==> src/rtl/mts_sysref_pkg.sv <==
`default_nettype none
// ============================================================================
// Module   : mts_sysref_pkg
// Brief    : Shared types and default widths for the PL SYSREF generator.
// Revision : 1.0 - initial release
// ============================================================================
package mts_sysref_pkg;

  localparam int C_DEF_CNT_W    = 16;
  localparam int C_DEF_NCNT_W   = 8;
  localparam int C_DEF_SYNC_FFS = 3;

  // WAIT_REF is only reachable when reference alignment is compiled in.
  typedef enum logic [1:0] {
    IDLE     = 2'd0,
    WAIT_REF = 2'd1,
    RUN      = 2'd2
  } sysref_gen_state_t;

endpackage
`default_nettype wire

==> src/rtl/mts_sysref_edge_det.sv <==
`default_nettype none
// ============================================================================
// Module   : mts_sysref_edge_det
// Brief    : Synchronises an asynchronous reference SYSREF onto pl_clk and
//            emits a registered one-cycle pulse on each rising edge.
//            Pin edge to rise high = SYNC_FFS+1 cycles.
// Revision : 1.0 - initial release
// ============================================================================
module mts_sysref_edge_det
  import mts_sysref_pkg::*;
#(
  parameter int SYNC_FFS = C_DEF_SYNC_FFS
) (
  input  logic pl_clk,
  input  logic pl_rst_n,
  input  logic async_in,
  output logic rise
);

  logic [SYNC_FFS-1:0] sync_q;
  logic [SYNC_FFS-1:0] sync_d;
  logic                prev_q;
  logic                prev_d;
  logic                rise_q;
  logic                rise_d;

  generate
    if (SYNC_FFS == 1) begin : g_sync_single
      assign sync_d = async_in;
    end else begin : g_sync_chain
      assign sync_d = {sync_q[SYNC_FFS-2:0], async_in};
    end
  endgenerate

  assign prev_d = sync_q[SYNC_FFS-1];
  assign rise_d = sync_q[SYNC_FFS-1] & ~prev_q;

  // Synchroniser chain, previous-value flop and registered edge pulse.
  always_ff @(posedge pl_clk or negedge pl_rst_n) begin
    if (!pl_rst_n) begin
      sync_q <= '0;
      prev_q <= 1'b0;
      rise_q <= 1'b0;
    end else begin
      sync_q <= sync_d;
      prev_q <= prev_d;
      rise_q <= rise_d;
    end
  end

  assign rise = rise_q;

endmodule
`default_nettype wire

==> src/rtl/mts_pl_sysref_gen.sv <==
`default_nettype none
// ============================================================================
// Module   : mts_pl_sysref_gen
// Brief    : PL-side SYSREF pulse-train generator for multi-tile sync.
//            Burst of cfg_count pulses, or continuous when cfg_count==0.
//            Optional build macro MTS_SYSREF_GEN_ALIGN_EN aligns the first
//            pulse to a rising edge of the captured reference SYSREF.
// Revision : 1.0 - initial release
// ============================================================================
module mts_pl_sysref_gen
  import mts_sysref_pkg::*;
#(
  parameter int CNT_W    = C_DEF_CNT_W,
  parameter int NCNT_W   = C_DEF_NCNT_W,
  parameter int SYNC_FFS = C_DEF_SYNC_FFS
) (
  input  logic              pl_clk,
  input  logic              pl_rst_n,
  input  logic [CNT_W-1:0]  cfg_period,
  input  logic [CNT_W-1:0]  cfg_high,
  input  logic [NCNT_W-1:0] cfg_count,
  input  logic              start,
  input  logic              stop,
  input  logic              ref_sysref,
  output logic              sysref_out,
  output logic              busy,
  output logic              done,
  output logic [NCNT_W-1:0] pulse_cnt
);

  sysref_gen_state_t state_q;
  sysref_gen_state_t state_d;
  logic [CNT_W-1:0]  period_q;
  logic [CNT_W-1:0]  period_d;
  logic [CNT_W-1:0]  high_q;
  logic [CNT_W-1:0]  high_d;
  logic [CNT_W-1:0]  phase_q;
  logic [CNT_W-1:0]  phase_d;
  logic [NCNT_W-1:0] count_q;
  logic [NCNT_W-1:0] count_d;
  logic [NCNT_W-1:0] pulse_cnt_q;
  logic [NCNT_W-1:0] pulse_cnt_d;
  logic              sysref_q;
  logic              sysref_d;
  logic              done_q;
  logic              done_d;

  logic [CNT_W-1:0]  w_high_clamp;
  logic [CNT_W-1:0]  w_phase_next;
  logic [NCNT_W-1:0] w_cnt_inc;
  logic              w_period_end;
  logic              w_last_period;

`ifdef MTS_SYSREF_GEN_ALIGN_EN
  logic w_ref_rise;

  mts_sysref_edge_det #(
    .SYNC_FFS (SYNC_FFS)
  ) u_ref_edge (
    .pl_clk   (pl_clk),
    .pl_rst_n (pl_rst_n),
    .async_in (ref_sysref),
    .rise     (w_ref_rise)
  );
`else
  // Reference input and synchroniser depth are not used without alignment.
  logic w_unused_ref;
  localparam int C_UNUSED_SYNC_FFS = SYNC_FFS;
  assign w_unused_ref = ref_sysref;
`endif

  // High time is clamped to the period so every period keeps a low cycle.
  assign w_high_clamp  = (cfg_high > cfg_period) ? cfg_period : cfg_high;
  assign w_period_end  = (phase_q == period_q);
  assign w_phase_next  = w_period_end ? '0 : phase_q + 1'b1;
  assign w_cnt_inc     = (&pulse_cnt_q) ? pulse_cnt_q : pulse_cnt_q + 1'b1;
  assign w_last_period = (count_q != '0) && (pulse_cnt_q == count_q - 1'b1);

  // Next-state, counter and output decode; everything holds unless changed.
  always_comb begin
    state_d     = state_q;
    period_d    = period_q;
    high_d      = high_q;
    count_d     = count_q;
    phase_d     = phase_q;
    pulse_cnt_d = pulse_cnt_q;
    sysref_d    = 1'b0;
    done_d      = 1'b0;

    case (state_q)
      IDLE: begin
        // stop sampled together with start suppresses the run entirely.
        if (start && !stop) begin
          period_d    = cfg_period;
          high_d      = w_high_clamp;
          count_d     = cfg_count;
          phase_d     = '0;
          pulse_cnt_d = '0;
`ifdef MTS_SYSREF_GEN_ALIGN_EN
          state_d     = WAIT_REF;
`else
          state_d     = RUN;
          sysref_d    = (w_high_clamp != '0);
`endif
        end
      end

`ifdef MTS_SYSREF_GEN_ALIGN_EN
      WAIT_REF: begin
        if (stop) begin
          state_d = IDLE;
          done_d  = 1'b1;
        end else if (w_ref_rise) begin
          state_d  = RUN;
          phase_d  = '0;
          sysref_d = (high_q != '0);
        end
      end
`endif

      RUN: begin
        // Burst end takes precedence so a coincident stop still reports
        // the full count and only one done pulse.
        if (w_period_end && w_last_period) begin
          state_d     = IDLE;
          done_d      = 1'b1;
          pulse_cnt_d = count_q;
        end else if (stop) begin
          state_d = IDLE;
          done_d  = 1'b1;
        end else begin
          phase_d  = w_phase_next;
          sysref_d = (w_phase_next < high_q);
          if (w_period_end) begin
            pulse_cnt_d = w_cnt_inc;
          end
        end
      end

      default: begin
        state_d = IDLE;
      end
    endcase
  end

  // State and datapath registers with asynchronous active-low reset.
  always_ff @(posedge pl_clk or negedge pl_rst_n) begin
    if (!pl_rst_n) begin
      state_q     <= IDLE;
      period_q    <= '0;
      high_q      <= '0;
      count_q     <= '0;
      phase_q     <= '0;
      pulse_cnt_q <= '0;
      sysref_q    <= 1'b0;
      done_q      <= 1'b0;
    end else begin
      state_q     <= state_d;
      period_q    <= period_d;
      high_q      <= high_d;
      count_q     <= count_d;
      phase_q     <= phase_d;
      pulse_cnt_q <= pulse_cnt_d;
      sysref_q    <= sysref_d;
      done_q      <= done_d;
    end
  end

  assign sysref_out = sysref_q;
  assign busy       = (state_q != IDLE);
  assign done       = done_q;
  assign pulse_cnt  = pulse_cnt_q;

endmodule
`default_nettype wire

==> config.mk <==
export PLATFORM = sky130hd
export DESIGN_NAME = mts_pl_sysref_gen
export DESIGN_NICKNAME = d
export VERILOG_FILES = /design/src/rtl/mts_sysref_pkg.sv /design/src/rtl/mts_sysref_edge_det.sv /design/src/rtl/mts_pl_sysref_gen.sv
export SDC_FILE = /design/constraint.sdc
export NUM_CORES = 1
export LEC_CHECK = 0
export CORE_ASPECT_RATIO = 1.5
export CORE_MARGIN = 4
export CORE_UTILIZATION = 37
export CTS_CLUSTER_DIAMETER = 80
export DETAILED_ROUTE_END_ITERATION = 12
export HOLD_SLACK_MARGIN = 0.03
export SETUP_SLACK_MARGIN = 0.05
export SLEW_MARGIN = 0
export SYNTH_ARGS = -nofsm -noshare
export SYNTH_HDL_FRONTEND = slang
export SYNTH_HIERARCHICAL = 1
export SYNTH_SLANG_ARGS = --single-unit
==> constraint.sdc <==
create_clock -name pl_clk -period 5.05 [get_ports pl_clk]
set_input_delay 1.01 -clock pl_clk [delete_from_list [all_inputs] [get_ports pl_clk]]
set_output_delay 1.01 -clock pl_clk [all_outputs]
set_load 0.02 [all_outputs]
==> flow_metrics.py <==
metrics = {
    "synthesis": {
        "synth_top_family_by_area": "simple AND/OR/NAND/NOR gates",
        "yosys.area_share.simple_pct": 17.7,
        "synth_area_leader_cell": "dfrtp_1",
        "synthAdderAreaFrac_pct": 9.17,
        "synth_edf_count": 0,
        "synth.area.top_cells": "dfrtp_1 (36%), ha_1 (9.2%), mux2i_1 (5.8%), xnor2_1 (5.5%), mux2_2 (5.3%)",
        "synth_cells": 504,
        "synth_cell_types": 52,
        "ys_seq_elements": 67,
        "async_flop_share_pct": 100,
        "synth_xor_xnor_area_share_pct": 7.18,
        "synth_area_per_cell_sq_um": 9.20,
        "syn_nets": 583,
        "syn-cell-area_sq_mm": 0.00464,
        "synth_compound_area_share_pct": 13.1,
        "ys_warn_count": 6,
        "ys.flop_type": "dfrtp_1",
        "seq_area_frac_synth_pct": 36.2,
        "netlist.area_leader.share_pct": 36.2,
        "synth_mux_area_share_pct": 11.5,
    },
    "clock_network": {
        "clk_pin_slew_ns": 0.05,
        "postCtsSetupBuffers": 0,
        "cts.repair.resized": 0,
        "postCtsHoldBufs": 0,
        "clock_path_buffers": 2,
        "numCtsBuffers": 9,
        "cts-root-buf": "clkbuf_16",
        "ctsHtreeMaxLevel": 3,
        "cts.sinks": 67,
        "insertion_delay_ns": 0.33,
        "cts_tree": "yes",
    },
    "timing": {
        "grt_setup_unrepaired": "false",
        "maxSlewHeadroom_pct": 45.8,
        "setup_viol": 0,
        "fmax_ghz": 0.286,
        "finClkSkew_ns": 0.00819,
        "fin_tns_setup_ns": 0,
        "hold_viol": 0,
        "period_share_pct": 69.3,
        "tightest_slew_ns": 0.811,
        "slew_violations": 0,
        "period_needed_ns": 3.50,
    },
    "final_layout": {
        "n_fill_cell": 1182,
        "nets": 630,
        "num_antenna_cells": 0,
        "drive_above_1_share_pct": 9.55,
        "multi_input_area_sq_mm": 0.00273,
        "ff_latch_area_sq_mm": 0.00168,
        "utilization_pct": 46.1,
        "area_growth_pct": 20.8,
    },
    "min_path": {
        "worst_hold_path_type": "register to register",
        "whs_endpoint": "high_q[1]",
        "hold_depth": 2,
        "worstHoldStart": "high_q[1]",
    },
    "worst_setup_path": {
        "path_common_cell": "a21oi_1",
        "cp_slowest_stage_delay_ns": 0.57,
        "cp_cell_sequence": "clkdlybuf4s50_1, inv_1, ha_1, nor2b_1, o211ai_1, a21oi_1, o21ai_1, a21oi_2, buf_4, mux2i_1, a21oi_1",
        "reg2reg_to": "sysref_out",
        "reg2reg_setup_slack_ns": 1.61,
        "path_class": "input pin to register",
        "cp-end-kind": "register",
        "reg2reg_depth": 15,
        "cp_slowest_cell": "a21oi_2",
        "crit_path_max_fanout": 10,
        "timing.rr.start": "phase_q[0]",
        "cp_data_required_time_ns": 5.22,
        "crit_arrival_ns": 3.67,
        "cp-start-kind": "input pin",
    },
    "grt": {
        "grt_max_degree": 62,
        "grt_overflow": 0,
        "first_global_vias": 3990,
        "grt_pass1_wl_um": 19700,
        "antenna_found_initial": 0,
        "grtUsageTotal_pct": 16.9,
    },
    "placement": {
        "hpwl_um": 8950,
        "io_buffer_count": 54,
        "gp_congestion": 0.873,
    },
    "power": {
        "power_per_cell_area_mw_per_mm2": 302,
        "vdd_drop_max_v": 0.000131,
        "finalPower_mw": 1.69,
        "p_leak_nw": 2.53,
    },
    "drt": {
        "wirelength_um": 11700,
        "drtAntennaViolNets": 0,
        "drc": 0,
        "vias": 3857,
        "dr.first_iter.drc_count": 246,
        "first_pass_iters": 5,
        "post_drt_via_cell_ratio": 5.45,
        "wl_per_cell_um": 16.6,
    },
    "run": {
        "cap_violations": 0,
    },
    "die": {
        "core-area_sq_mm": 0.0121,
        "die_width_um": 99.4,
        "io_pins": 56,
        "die-area_sq_mm": 0.0144,
        "start_util_pct": 38.2,
        "fp-row-count": 49,
        "fp.dieH_um": 145,
    },
    "status": {
        "outcome": "complete, no violations",
    },
}
[cell usage after synthesis (9+ instances only)]
master	instances
dfrtp_1	67
nor2_1	52
inv_1	41
ha_1	34
a21oi_1	32
nand2_1	30
xnor2_1	29
mux2i_1	27
mux2_2	22
clkbuf_1	18
nand4_1	16
and3_1	14
nand3_1	14
nor4_1	12
o21ai_0	9
xor2_1	9
[how the worst max path moves through the flow]
stage / from / end / slack [ns]
finish: cfg_period[1] / high_q[10] / 1.55
floorplan: phase_q[5] / sysref_out / 1.88
detailed placement: cfg_period[1] / high_q[11] / 1.16
global route: phase_q[0] / sysref_out / 1.28
global placement: cfg_period[6] / sysref_out / 1.22
CTS: cfg_period[1] / high_q[11] / 1.50
[cells in the final DEF, fill, tap and decap left out, types with 22 or more instances in the layout]
master / instances
dfrtp_1: 67
clkdlybuf4s50_1: 53
nor2_1: 52
inv_1: 41
ha_1: 34
a21oi_1: 31
nand2_1: 30
xnor2_1: 29
mux2i_1: 27
mux2_2: 22
[cell type report]
cell class | count | share of cell area, %
clock inverter | 2 | 0.179
sequential | 67 | 29.9
inverter | 41 | 2.75
tap | 153 | 3.42
multi-input combinational | 374 | 48.8
timing repair buffer | 58 | 10.1
clock buffer | 13 | 4.82
[report_power, final]
group,internal (mW),total [mW],switching [mW]
Sequential,0.614,0.704,0.0899
Clock,0.368,0.584,0.216
Combinational,0.206,0.402,0.196
Total,1.19,1.69,0.502
[cell families after synthesis]
logic type	after synthesis
AOI/OAI and AO/OA	91
xor gates and xnor gates	38
adders and majority gates	34
buffers and inverters	63
DFF	67
muxes	50
and+or+nand+nor	161
[critical path: cells and delay by family]
family          cells  cell delay (ns)
simple gates        1             0.14
buf+inv             3             0.94
compound gates      5             1.06
mux                 1             0.24
fa+ha+maj           1             0.29
[metrics by stage]
stage | instances | area (sq um) | hold slack [ns] | setup WS [ns]
finish | 708 | 5600 | 0.524 | 1.55
global placement | 693 | 5320 | 0.514 | 1.22
floorplan | 504 | 4640 | 0.495 | 1.88
global route | 708 | 5600 | 0.540 | 1.28
CTS | 708 | 5600 | 0.530 | 1.50
detailed placement | 693 | 5320 | 0.518 | 1.16
[flip-flops by register name (all words and copies together), names as in the netlist]
name        flops
count_q         8
state_q         1
pulse_cnt       8
high_q         16
sysref_out      1
phase_q        16
period_q       16
done            1
[routing by layer]
metal,global-route usage [%],routed length [um]
met5,0,0
met4,8.00,342
met3,2.59,466
met2,29.6,6050
met1,19.9,4870
Note: power is estimated with default switching activity, not from simulation.
